--- config.mk ---
export PLATFORM = sky130hd
export DESIGN_NAME = priv_1_12_trap_sequencer_flat
export DESIGN_NICKNAME = d
export VERILOG_FILES = /design/src/rtl/machine_mode_types_1_12_pkg.sv /design/src/rtl/priv_1_12_trap_sequencer_if.sv /design/src/rtl/priv_1_12_trap_target.sv /design/src/rtl/priv_1_12_trap_sequencer.sv /design/src/flat_wrapper.sv
export SDC_FILE = /design/constraint.sdc
export NUM_CORES = 1
export LEC_CHECK = 0
export BUFFER_PORTS_ARGS = -buffer_cell sky130_fd_sc_hd__buf_2
export CAP_MARGIN = 10
export CORE_MARGIN = 5
export CORE_UTILIZATION = 54
export CTS_BUF_LIST = sky130_fd_sc_hd__clkbuf_2 sky130_fd_sc_hd__clkbuf_4 sky130_fd_sc_hd__clkbuf_8
export CTS_CLUSTER_DIAMETER = 80
export DETAILED_ROUTE_END_ITERATION = 12
export PLACE_DENSITY = 0.95
export SLEW_MARGIN = 25
export SYNTH_ARGS = -nofsm -noshare
export SYNTH_HDL_FRONTEND = slang
export SYNTH_SLANG_ARGS = --single-unit
--- constraint.sdc ---
create_clock -name CLK -period 3.69 [get_ports CLK]
set_clock_uncertainty 0.1 [all_clocks]
set_input_delay 0.369 -clock CLK [delete_from_list [all_inputs] [get_ports CLK]]
set_output_delay 0.369 -clock CLK [all_outputs]
set_load 0.02 [all_outputs]
--- src/rtl/machine_mode_types_1_12_pkg.sv ---
// Shared machine-mode types for the privilege block.
// Holds trap sequencer states, trap kinds and CSR field layouts.
package machine_mode_types_1_12_pkg;

  typedef enum logic [2:0] {
    ST_IDLE     = 3'd0,
    ST_DRAIN    = 3'd1,
    ST_COMMIT   = 3'd2,
    ST_TARGET   = 3'd3,
    ST_REDIRECT = 3'd4
  } trap_seq_state_t;

  typedef enum logic {
    KIND_TRAP = 1'b0,
    KIND_RET  = 1'b1
  } trap_kind_t;

  localparam logic [1:0] MTVEC_MODE_VECTORED = 2'b01;

  typedef struct packed {
    logic [29:0] base;
    logic [1:0]  mode;
  } mtvec_t;

  typedef struct packed {
    logic        irq;
    logic [30:0] code;
  } mcause_t;

  function automatic logic [31:0] word_align(
    input logic [31:0] a
  );
    return {a[31:2], 2'b00};
  endfunction

endpackage

--- src/rtl/priv_1_12_trap_sequencer_if.sv ---
// Handshake bundle between the trap sequencer,
// the privilege handler and the pipeline front end.
interface priv_1_12_trap_sequencer_if;
  logic        intr;
  logic        exception;
  logic        mret;
  logic        sret;
  logic        uret;
  logic        pipe_clear;
  logic        pc_accept;
  logic [31:0] curr_mtvec;
  logic [31:0] curr_mcause;
  logic [31:0] curr_mepc;
  logic        flush_req;
  logic        trap_commit;
  logic        ret_commit;
  logic        insert_pc;
  logic [31:0] priv_pc;
  logic        busy;

  modport master (
    input  intr, exception, mret, sret, uret,
    input  pipe_clear, pc_accept,
    input  curr_mtvec, curr_mcause, curr_mepc,
    output flush_req, trap_commit, ret_commit,
    output insert_pc, priv_pc, busy
  );

  modport slave (
    output intr, exception, mret, sret, uret,
    output pipe_clear, pc_accept,
    output curr_mtvec, curr_mcause, curr_mepc,
    input  flush_req, trap_commit, ret_commit,
    input  insert_pc, priv_pc, busy
  );
endinterface

--- src/rtl/priv_1_12_trap_target.sv ---
// Redirect target for a trap (mtvec direct/vectored)
// or a machine return (mepc, word aligned).
module priv_1_12_trap_target
  import machine_mode_types_1_12_pkg::*;
#(
  parameter bit VECTOR_EN = 1'b1
) (
  input  trap_kind_t  kind_i,
  input  mtvec_t      mtvec_i,
  input  mcause_t     mcause_i,
  input  logic [31:0] mepc_i,
  output logic [31:0] target_o
);

  logic        vect;
  logic [31:0] base;
  logic [31:0] off;

  always_comb begin
    base = {mtvec_i.base, 2'b00};
    vect = VECTOR_EN
         && (mtvec_i.mode == MTVEC_MODE_VECTORED)
         && mcause_i.irq;
    // code << 2 truncated to 32 bits; wrap is silent
    off  = vect ? {mcause_i.code[29:0], 2'b00} : 32'd0;
    if (kind_i == KIND_RET)
      target_o = word_align(mepc_i);
    else
      target_o = base + off;
  end

endmodule

--- src/rtl/priv_1_12_trap_sequencer.sv ---
// Trap/xRET sequencer: drain, commit strobe,
// target computation and held PC redirect.
module priv_1_12_trap_sequencer
  import machine_mode_types_1_12_pkg::*;
#(
  parameter bit VECTOR_EN = 1'b1
) (
  input logic CLK,
  input logic RST,
  priv_1_12_trap_sequencer_if.master bus
);

  trap_seq_state_t state_q, state_d;
  trap_kind_t      kind_q, kind_d;
  logic [31:0]     pc_q, pc_d;
  logic [31:0]     target;
  logic            unused_xret;

  assign unused_xret = bus.sret | bus.uret;

  priv_1_12_trap_target #(
    .VECTOR_EN (VECTOR_EN)
  ) u_target (
    .kind_i   (kind_q),
    .mtvec_i  (mtvec_t'(bus.curr_mtvec)),
    .mcause_i (mcause_t'(bus.curr_mcause)),
    .mepc_i   (bus.curr_mepc),
    .target_o (target)
  );

  always_ff @(posedge CLK or posedge RST) begin
    if (RST) begin
      state_q <= ST_IDLE;
      kind_q  <= KIND_TRAP;
      pc_q    <= 32'd0;
    end else begin
      state_q <= state_d;
      kind_q  <= kind_d;
      pc_q    <= pc_d;
    end
  end

  always_comb begin
    state_d = state_q;
    kind_d  = kind_q;
    pc_d    = pc_q;
    unique case (state_q)
      ST_IDLE: begin
        // trap outranks a same-cycle mret
        if (bus.exception | bus.intr) begin
          state_d = ST_DRAIN;
          kind_d  = KIND_TRAP;
        end else if (bus.mret) begin
          state_d = ST_DRAIN;
          kind_d  = KIND_RET;
        end
      end
      ST_DRAIN: begin
        if (bus.pipe_clear)
          state_d = ST_COMMIT;
      end
      ST_COMMIT: begin
        state_d = ST_TARGET;
      end
      ST_TARGET: begin
        pc_d    = target;
        state_d = ST_REDIRECT;
      end
      ST_REDIRECT: begin
        if (bus.pc_accept)
          state_d = ST_IDLE;
      end
      default: begin
        state_d = ST_IDLE;
      end
    endcase
  end

  assign bus.flush_req   = (state_q == ST_DRAIN)
                        || (state_q == ST_COMMIT)
                        || (state_q == ST_TARGET);
  assign bus.trap_commit = (state_q == ST_COMMIT)
                        && (kind_q == KIND_TRAP);
  assign bus.ret_commit  = (state_q == ST_COMMIT)
                        && (kind_q == KIND_RET);
  assign bus.insert_pc   = (state_q == ST_REDIRECT);
  assign bus.priv_pc     = pc_q;
  assign bus.busy        = (state_q != ST_IDLE);

endmodule

--- src/flat_wrapper.sv ---
// flat-port wrapper written by rule: the top's interface ports become plain ports
module priv_1_12_trap_sequencer_flat import machine_mode_types_1_12_pkg::*;
#(
  parameter bit VECTOR_EN = 1'b1
)
  (CLK, RST, bus_intr, bus_exception, bus_mret, bus_sret, bus_uret, bus_pipe_clear, bus_pc_accept, bus_curr_mtvec, bus_curr_mcause, bus_curr_mepc, bus_flush_req, bus_trap_commit, bus_ret_commit, bus_insert_pc, bus_priv_pc, bus_busy);
  priv_1_12_trap_sequencer_if bus_i ();
  input logic CLK;
  input logic RST;
  input wire logic [$bits(bus_i.intr)-1:0] bus_intr;
  input wire logic [$bits(bus_i.exception)-1:0] bus_exception;
  input wire logic [$bits(bus_i.mret)-1:0] bus_mret;
  input wire logic [$bits(bus_i.sret)-1:0] bus_sret;
  input wire logic [$bits(bus_i.uret)-1:0] bus_uret;
  input wire logic [$bits(bus_i.pipe_clear)-1:0] bus_pipe_clear;
  input wire logic [$bits(bus_i.pc_accept)-1:0] bus_pc_accept;
  input wire logic [$bits(bus_i.curr_mtvec)-1:0] bus_curr_mtvec;
  input wire logic [$bits(bus_i.curr_mcause)-1:0] bus_curr_mcause;
  input wire logic [$bits(bus_i.curr_mepc)-1:0] bus_curr_mepc;
  output wire logic [$bits(bus_i.flush_req)-1:0] bus_flush_req;
  output wire logic [$bits(bus_i.trap_commit)-1:0] bus_trap_commit;
  output wire logic [$bits(bus_i.ret_commit)-1:0] bus_ret_commit;
  output wire logic [$bits(bus_i.insert_pc)-1:0] bus_insert_pc;
  output wire logic [$bits(bus_i.priv_pc)-1:0] bus_priv_pc;
  output wire logic [$bits(bus_i.busy)-1:0] bus_busy;
  assign bus_i.intr = bus_intr;
  assign bus_i.exception = bus_exception;
  assign bus_i.mret = bus_mret;
  assign bus_i.sret = bus_sret;
  assign bus_i.uret = bus_uret;
  assign bus_i.pipe_clear = bus_pipe_clear;
  assign bus_i.pc_accept = bus_pc_accept;
  assign bus_i.curr_mtvec = bus_curr_mtvec;
  assign bus_i.curr_mcause = bus_curr_mcause;
  assign bus_i.curr_mepc = bus_curr_mepc;
  assign bus_flush_req = bus_i.flush_req;
  assign bus_trap_commit = bus_i.trap_commit;
  assign bus_ret_commit = bus_i.ret_commit;
  assign bus_insert_pc = bus_i.insert_pc;
  assign bus_priv_pc = bus_i.priv_pc;
  assign bus_busy = bus_i.busy;
  priv_1_12_trap_sequencer #(.VECTOR_EN(VECTOR_EN)) u_core (.CLK(CLK), .RST(RST), .bus(bus_i));
endmodule
==> summary.md, run 1 <==
| Metric | Value |
|---|---|
| Worst EP arrival | `3.20 ns` |
| First-pass GRT wire length | `16100 um` |
| Number of buffers created by CTS | `5` |
| Overall power | `2.127 mW` |
| Die Y | `88.57 um` |
| Synth warnings | `0` |
| RR Startpoint | `u_core.kind_q` |
| Largest family of logic cells by synthesized area | `compound AO/OA/AOI/OAI gates` |
| FF+latch area | `850.8 um^2` |
| CTS tree | `done` |
| Min cycle time layout | `3.133 ns` |
| ANT nets after route | `0` |
| Antenna Cells | `0` |
| Ys flop type | `dfrtp_1` |
| Synthesis-stage register bit count | `34` |
| DIE AREA | `7844 um^2` |
| Setup_tns | `0 ns` |
| I/O Pins | `142` |
| Largest net degree at the start of global routing | `48` |
| Hold Path Class | `in -> async` |
| Row count | `28` |
| Routed length per placed instance | `15.52 um` |
| Postcts setup bufs | `0` |
| CP Launch Type | `input pin` |
| Fillers | `499` |
| Peak Freq | `0.3192 GHz` |
| CP Capture Type | `flop` |
| Switching share of total power | `47.10%` |
| Commonest cells in the netlist | `a21oi_1, nor2_1, nand2_1` |
| # hold bufs at CTS | `0` |
| Netlist cell types | `53` |
| Compound-gate portion of the synthesized area | `27.44%` |
| Worst-Skew Late Latency | `0.28 ns` |
| Slew headroom | `55.71%` |
| Peak supply drop | `0.6043 mV` |
| Comb pwr share | `54.6%` |
| DR iter-0 viols | `254` |
| Via/cell ratio | `5.768` |
| Critical Path Start | `bus_curr_mtvec[1]` |
| Gr usage total | `25.61%` |
| Place WS | `0.2893 ns` |
| Adder-Cell Fraction of Synth Area | `11.49%` |
| DRC Markers | `0` |
| Leak | `2.211 nW` |
| CTS Buffer Depth | `2` |
| Cell taking the most area after synthesis | `dfrtp_1` |
| Initial core utilization | `55.97%` |
| Area of the core | `5956 um^2` |
| Num Clock Sinks | `34` |
| Final critical-path share of the clock period | `84.90%` |
| Final worst slack | `0.5573 ns` |
| Area of the multi-input gates | `2342 um^2` |
| Psw | `1.002 mW` |
| # setup viols final | `0` |
| Die W | `88.57 um` |
| Reg power frac | `31.6%` |
| Share of layout cells above drive strength 1 | `28.11%` |
| Required time of the critical path | `3.76 ns` |
| Synthesized cell area | `3333 um^2` |
| Max-Cap Viols | `0` |
| Pwr per Cell Area | `513.0 nW/um^2` |
| Final GP Congestion | `0.9414` |
| Vias in the first global route | `3584` |
| Post-Synth Simple-Gate Area | `23.39%` |
| Final WL | `9885 um` |
| Post-synthesis instance total | `436` |
| Nets@finish | `696` |
| Reg clk slew, reported paths | `0.07 ns` |
| H-tree depth | `2` |
| Outcome | `finished, final reports clean` |
| Clk pwr share | `13.8%` |
| Sequential fraction of the synthesis area | `25.53%` |
| Critical Path Max Stage Delay | `0.48 ns` |
| Slew of the pin with the lowest slew margin | `0.6644 ns` |
| Hold Violations, Final | `0` |
| Area contributors post-synth | `dfrtp_1, ha_1, a21oi_1` |
| Post-synth EDFFs | `0` |
| Count leader, synth | `a21oi_1` |
| Slew Limit Fails | `0` |
| Xor and xnor area share after synthesis | `6.832%` |
| Initial antenna violation count | `0` |
| WS Path Type | `in -> reg` |
| RSZ-0062 raised after global routing | `false` |
| Mapped Avg Cell Area | `7.645 um^2` |
| Crit-path max FO | `17` |
| P_int | `1.125 mW` |
| CTS root buf | `clkbuf_8` |
| Multiplexer share of the synthesized area | `0.9009%` |
| Post-CTS sizing | `0` |
| Slowest cell on the critical path | `and3b_1` |
| Total congestion overflow | `0` |
| WHS | `0.06751 ns` |
| Port Buf Inserts | `134` |
| Ys async rst share | `100.0%` |
| Synth top area share | `25.53%` |
| Pre-Repair DR Iteration Count | `4` |
| Via count | `3674` |
| Synthesis-to-layout area growth | `24.40%` |
| Cells along the critical path | `buf_2, and3b_1, and2_1, ha_1, fa_1, a21o_2, a31oi_2, or3_4, o21ai_4, nor3b_2, o41ai_2, xnor2_1, a21oi_1` |
| HPWL after DPL | `7954 um` |
==> flip-flops by register name, summed over array words and instances (netlist names) <==
| register | cells |
|---|---|
| u_core.bus.priv_pc | 30 |
| u_core.kind_q | 1 |
| u_core.state_q | 3 |
==> power by group through the flow <==
stage               Clock (mW)  Sequential [mW]  Combinational, mW
finish                   0.293            0.673               1.16
global route             0.313            0.696               1.28
CTS                      0.293            0.669               1.16
detailed placement           0            0.676               1.15
global placement             0            0.665               1.11
floorplan                    0            0.855              0.581
==> final timing paths <==
path | end | slack (ns) | cells after the start
setup / recovery | u_core.bus.priv_pc[28] | 0.56 | 13
hold / removal | u_core.bus.priv_pc[11] | 0.07 | 2
setup reg to reg | u_core.bus.priv_pc[29] | 1.75 | 5
hold reg to reg | u_core.bus.priv_pc[2] | 0.38 | 2
max in group asynchronous | u_core.bus.priv_pc[13] | 2.91 | 3
min in group CLK | u_core.state_q[2] | 0.20 | 2
==> per-layer routing <==
metal	up-vias	global-route usage [%]	wire, um
li1	1796	-	-
met1	1681	33.01	4048
met2	167	45.00	4840
met3	30	2.607	745
met4	0	8.104	251
met5	-	0	0
==> placed cells by master (no fill, tap or decap), types with 3 or more instances in the layout <==
cell	n
a211o_1	5
nand3b_1	4
nor3_1	6
buf_2	134
xnor2_1	14
a21oi_1	63
o22ai_1	6
nand2_1	36
o21bai_1	4
nand3_1	4
mux2i_1	3
nor2_1	43
nand4_1	6
o21ai_1	8
and3_1	11
inv_1	11
xor2_1	12
a21o_1	14
o21ai_0	34
nand2b_1	3
and2_1	31
clkbuf_8	6
buf_4	6
ha_1	29
dfrtp_1	34
==> logic make-up after synthesis <==
family,count (synthesis)
multiplexers,3
XOR/XNOR,26
flip-flops,34
buffers and inverters,36
adder cells (fa/ha/maj),30
AO/OA/AOI/OAI,152
AND/OR/NAND/NOR,154
other,1
==> area by class of cell <==
class                   instances  share of cell area [%]
clock buffers                   7                   2.173
clock inverters                 1                  0.1207
inverters                      13                   1.177
multi-input cells             367                   56.49
flip-flops and latches         34                   20.52
well taps                      75                   2.263
repair buffers                140                   17.26
==> stage by stage <==
step | instance area, um^2 | util, % | cells
6_report | 4146 | 69.62 | 637
4_1_cts | 4146 | 69.62 | 637
3_5_place_dp | 4051 | 68.03 | 629
5_1_grt | 4146 | 69.62 | 637
2_1_floorplan | 3337 | - | 437
3_3_place_gp | 4051 | 68.03 | 629
==> worst max-delay path: cells and delay by family <==
family | cells | cell delay (ns)
xor gates and xnor gates | 1 | 0.19
and+or+nand+nor | 4 | 1.20
AOI/OAI and AO/OA | 5 | 0.93
adders and majority gates | 2 | 0.40
buffers and inverters | 1 | 0.09
Note: power is estimated with default switching activity, not from simulation.
==> run 2, diff against run 1 <==
Settings changed: CORE_UTILIZATION 54 to 50, PLACE_DENSITY 0.95 to 0.89.
Clock period 3.69 ns to 2.93 ns, I/O delays scaled along.
==> summary.md, run 2 (synthesis gave the netlist of run 1 again) <==
| Metric | Value |
|---|---|
| Pwr per Cell Area | `606.1 nW/um^2 (+18%)` |
| DRC Markers | `0 (unchanged)` |
| Min cycle time layout | `2.828 ns` |
| Commonest cells after routing, fill and taps aside | `buf_2, a21oi_1, buf_4` |
| Commonest non-fill, non-tap cell in the layout | `buf_2` |
| DR iter-0 viols | `192 (-24%)` |
| CP Capture Type | `flop` |
| Max reg flops | `30 (unchanged)` |
| Reg clk slew, reported paths | `0.07 ns (about the same)` |
| Crit-path max FO | `17 (unchanged)` |
| WHS | `-0.01424 ns (-0.08175 ns)` |
| Outcome | `finished with violations` |
| Die Y | `91.65 um (+3.5%)` |
| Gr usage total | `24.05% (-1.6 points)` |
| Worst EP arrival | `2.88 ns (-0.32 ns)` |
| Synthesis-to-layout area growth | `34.80%` |
| Share of layout cells above drive strength 1 | `33.28% (+5.2 points)` |
| WS Path Type | `in -> reg` |
| Required time of the critical path | `2.98 ns (-0.78 ns)` |
| RSZ-0062 raised after global routing | `true` |
| HPWL after DPL | `8290 um (+4.2%)` |
| DIE AREA | `8399 um^2 (+7.1%)` |
| Placed cell count | `669 (+6.4%)` |
| Port Buf Inserts | `134 (unchanged)` |
| Non-Filler Instances | `678 (+6.4%)` |
| Leak | `2.412 nW (+9.1%)` |
| Num Clock Sinks | `34 (unchanged)` |
| Placed cell areas | `4352 um^2 (+7.4%)` |
| CP Launch Type | `input pin` |
| First-pass GRT wire length | `17020 um (+5.7%)` |
| Nets@finish | `735 (+5.6%)` |
| Pre-Repair DR Iteration Count | `4 (unchanged)` |
| Via count | `3735 (+1.7%)` |
| Routed length per placed instance | `14.99 um (-3.4%)` |
| I/O Pins | `142 (unchanged)` |
| # hold bufs at CTS | `0 (unchanged)` |
| Antenna Cells | `0 (unchanged)` |
| Slew Limit Fails | `0 (unchanged)` |
| Area of the core | `6422 um^2 (+7.8%)` |
| Fin util | `69.96% (+0.34 points)` |
| Total congestion overflow | `0 (unchanged)` |
| CTS tree | `done` |
| Worst-Skew Late Latency | `0.28 ns (about the same)` |
| Number of buffers created by CTS | `5 (unchanged)` |
| H-tree depth | `2 (unchanged)` |
| Peak supply drop | `0.2959 mV (-51%)` |
| CTS Buffer Depth | `2 (unchanged)` |
| ANT nets after route | `0 (unchanged)` |
| Final critical-path share of the clock period | `96.53%` |
| Max-Cap Viols | `0 (unchanged)` |
| # setup viols final | `0 (unchanged)` |
| Hold Path Class | `in -> async` |
| Die W | `91.65 um (+3.5%)` |
| Peak Freq | `0.3536 GHz` |
| Hold Violations, Final | `15 (+15)` |
| Row count | `29 (+3.6%)` |
| Vias in the first global route | `3729 (+4.0%)` |
| Final WL | `10170 um (+2.8%)` |
| Final GP Congestion | `0.9036 (-4.0%)` |
| Fin area | `4493 um^2 (+8.4%)` |
| Via/cell ratio | `5.509 (-4.5%)` |
| Initial core utilization | `51.90% (-4.1 points)` |
| CTS root buf | `clkbuf_8` |
| Largest net degree at the start of global routing | `47 (-2.1%)` |
| Slew of the pin with the lowest slew margin | `0.5396 ns (-0.1248 ns)` |
| Initial antenna violation count | `0 (unchanged)` |
| Fillers | `541 (+8.4%)` |
| Slew headroom | `64.02% (+8.3 points)` |
| Failing checks | `negative hold slack` |
[run 2: stage by stage]
step	setup TNS [ns]	hold WS (ns)	power [mW]	setup WS (ns)
final	0	-0.01424	2.723	0.1016
after global routing	-0.03169	0.03770	2.930	-0.03003
after CTS	0	0.0007896	2.726	0.07400
after detailed placement	-1.988	0.3113	2.355	-0.2138
after global placement	-0.9331	0.3011	2.299	-0.1218
after floorplan	0	0.3005	1.808	0.01732
[run 2: final cells by class]
class / count / area (um^2) / area share [%]
clock buffers: 7 / 90.09 / 2.005
clock inverters: 1 / 5.005 / 0.1114
inverters: 13 / 48.80 / 1.086
multi-input cells: 367 / 2381 / 52.99
flip-flops and latches: 34 / 850.8 / 18.94
well taps: 77 / 96.34 / 2.144
repair buffers: 179 / 1021 / 22.72
[run 2: power by group]
part / internal (mW) / total, mW / leakage (nW) / switching (mW)
Combinational: 0.561 / 1.50 / 1.95 / 0.944
Sequential: 0.703 / 0.852 / 0.409 / 0.149
Clock: 0.199 / 0.366 / 0.0517 / 0.167
[run 2: timing repair]
action	in CTS	in global routing
gates resized for setup	0	8
setup buffers	0	1
endpoints found under the setup margin	0	6
[run 2: critical path: stages]
cell and delay (ns):
buf_2 0.09, and3b_1 0.19, buf_12 0.15, and2_1 0.15
ha_1 0.21, fa_1 0.41, a21o_2 0.26, a31oi_4 0.21
or3_4 0.18, o21ai_4 0.08, buf_4 0.16, a21oi_1 0.17
xor2_1 0.22, o22ai_1 0.10
[run 2: layer usage]
metal	up-vias	GRT usage, %	part of all wire, %
met3	26	2.373	6.1
li1	1870	-	-
met5	-	0	0
met4	0	8.920	2.6
met2	141	40.78	48
met1	1698	31.76	43
[run 2: worst paths after layout]
path / to / slack (ns) / from / cells past startpoint
setup / recovery: u_core.bus.priv_pc[30] / 0.10 / bus_curr_mtvec[0] / 14
hold / removal: u_core.bus.priv_pc[4] / -0.01 / RST / 3
setup reg to reg: u_core.bus.priv_pc[16] / 1.07 / u_core.state_q[1] / 6
hold reg to reg: u_core.bus.priv_pc[4] / 0.37 / u_core.bus.priv_pc[4] / 2
max in group asynchronous: u_core.bus.priv_pc[22] / 2.42 / RST / 3
min in group CLK: u_core.state_q[2] / 0.10 / bus_pc_accept / 2
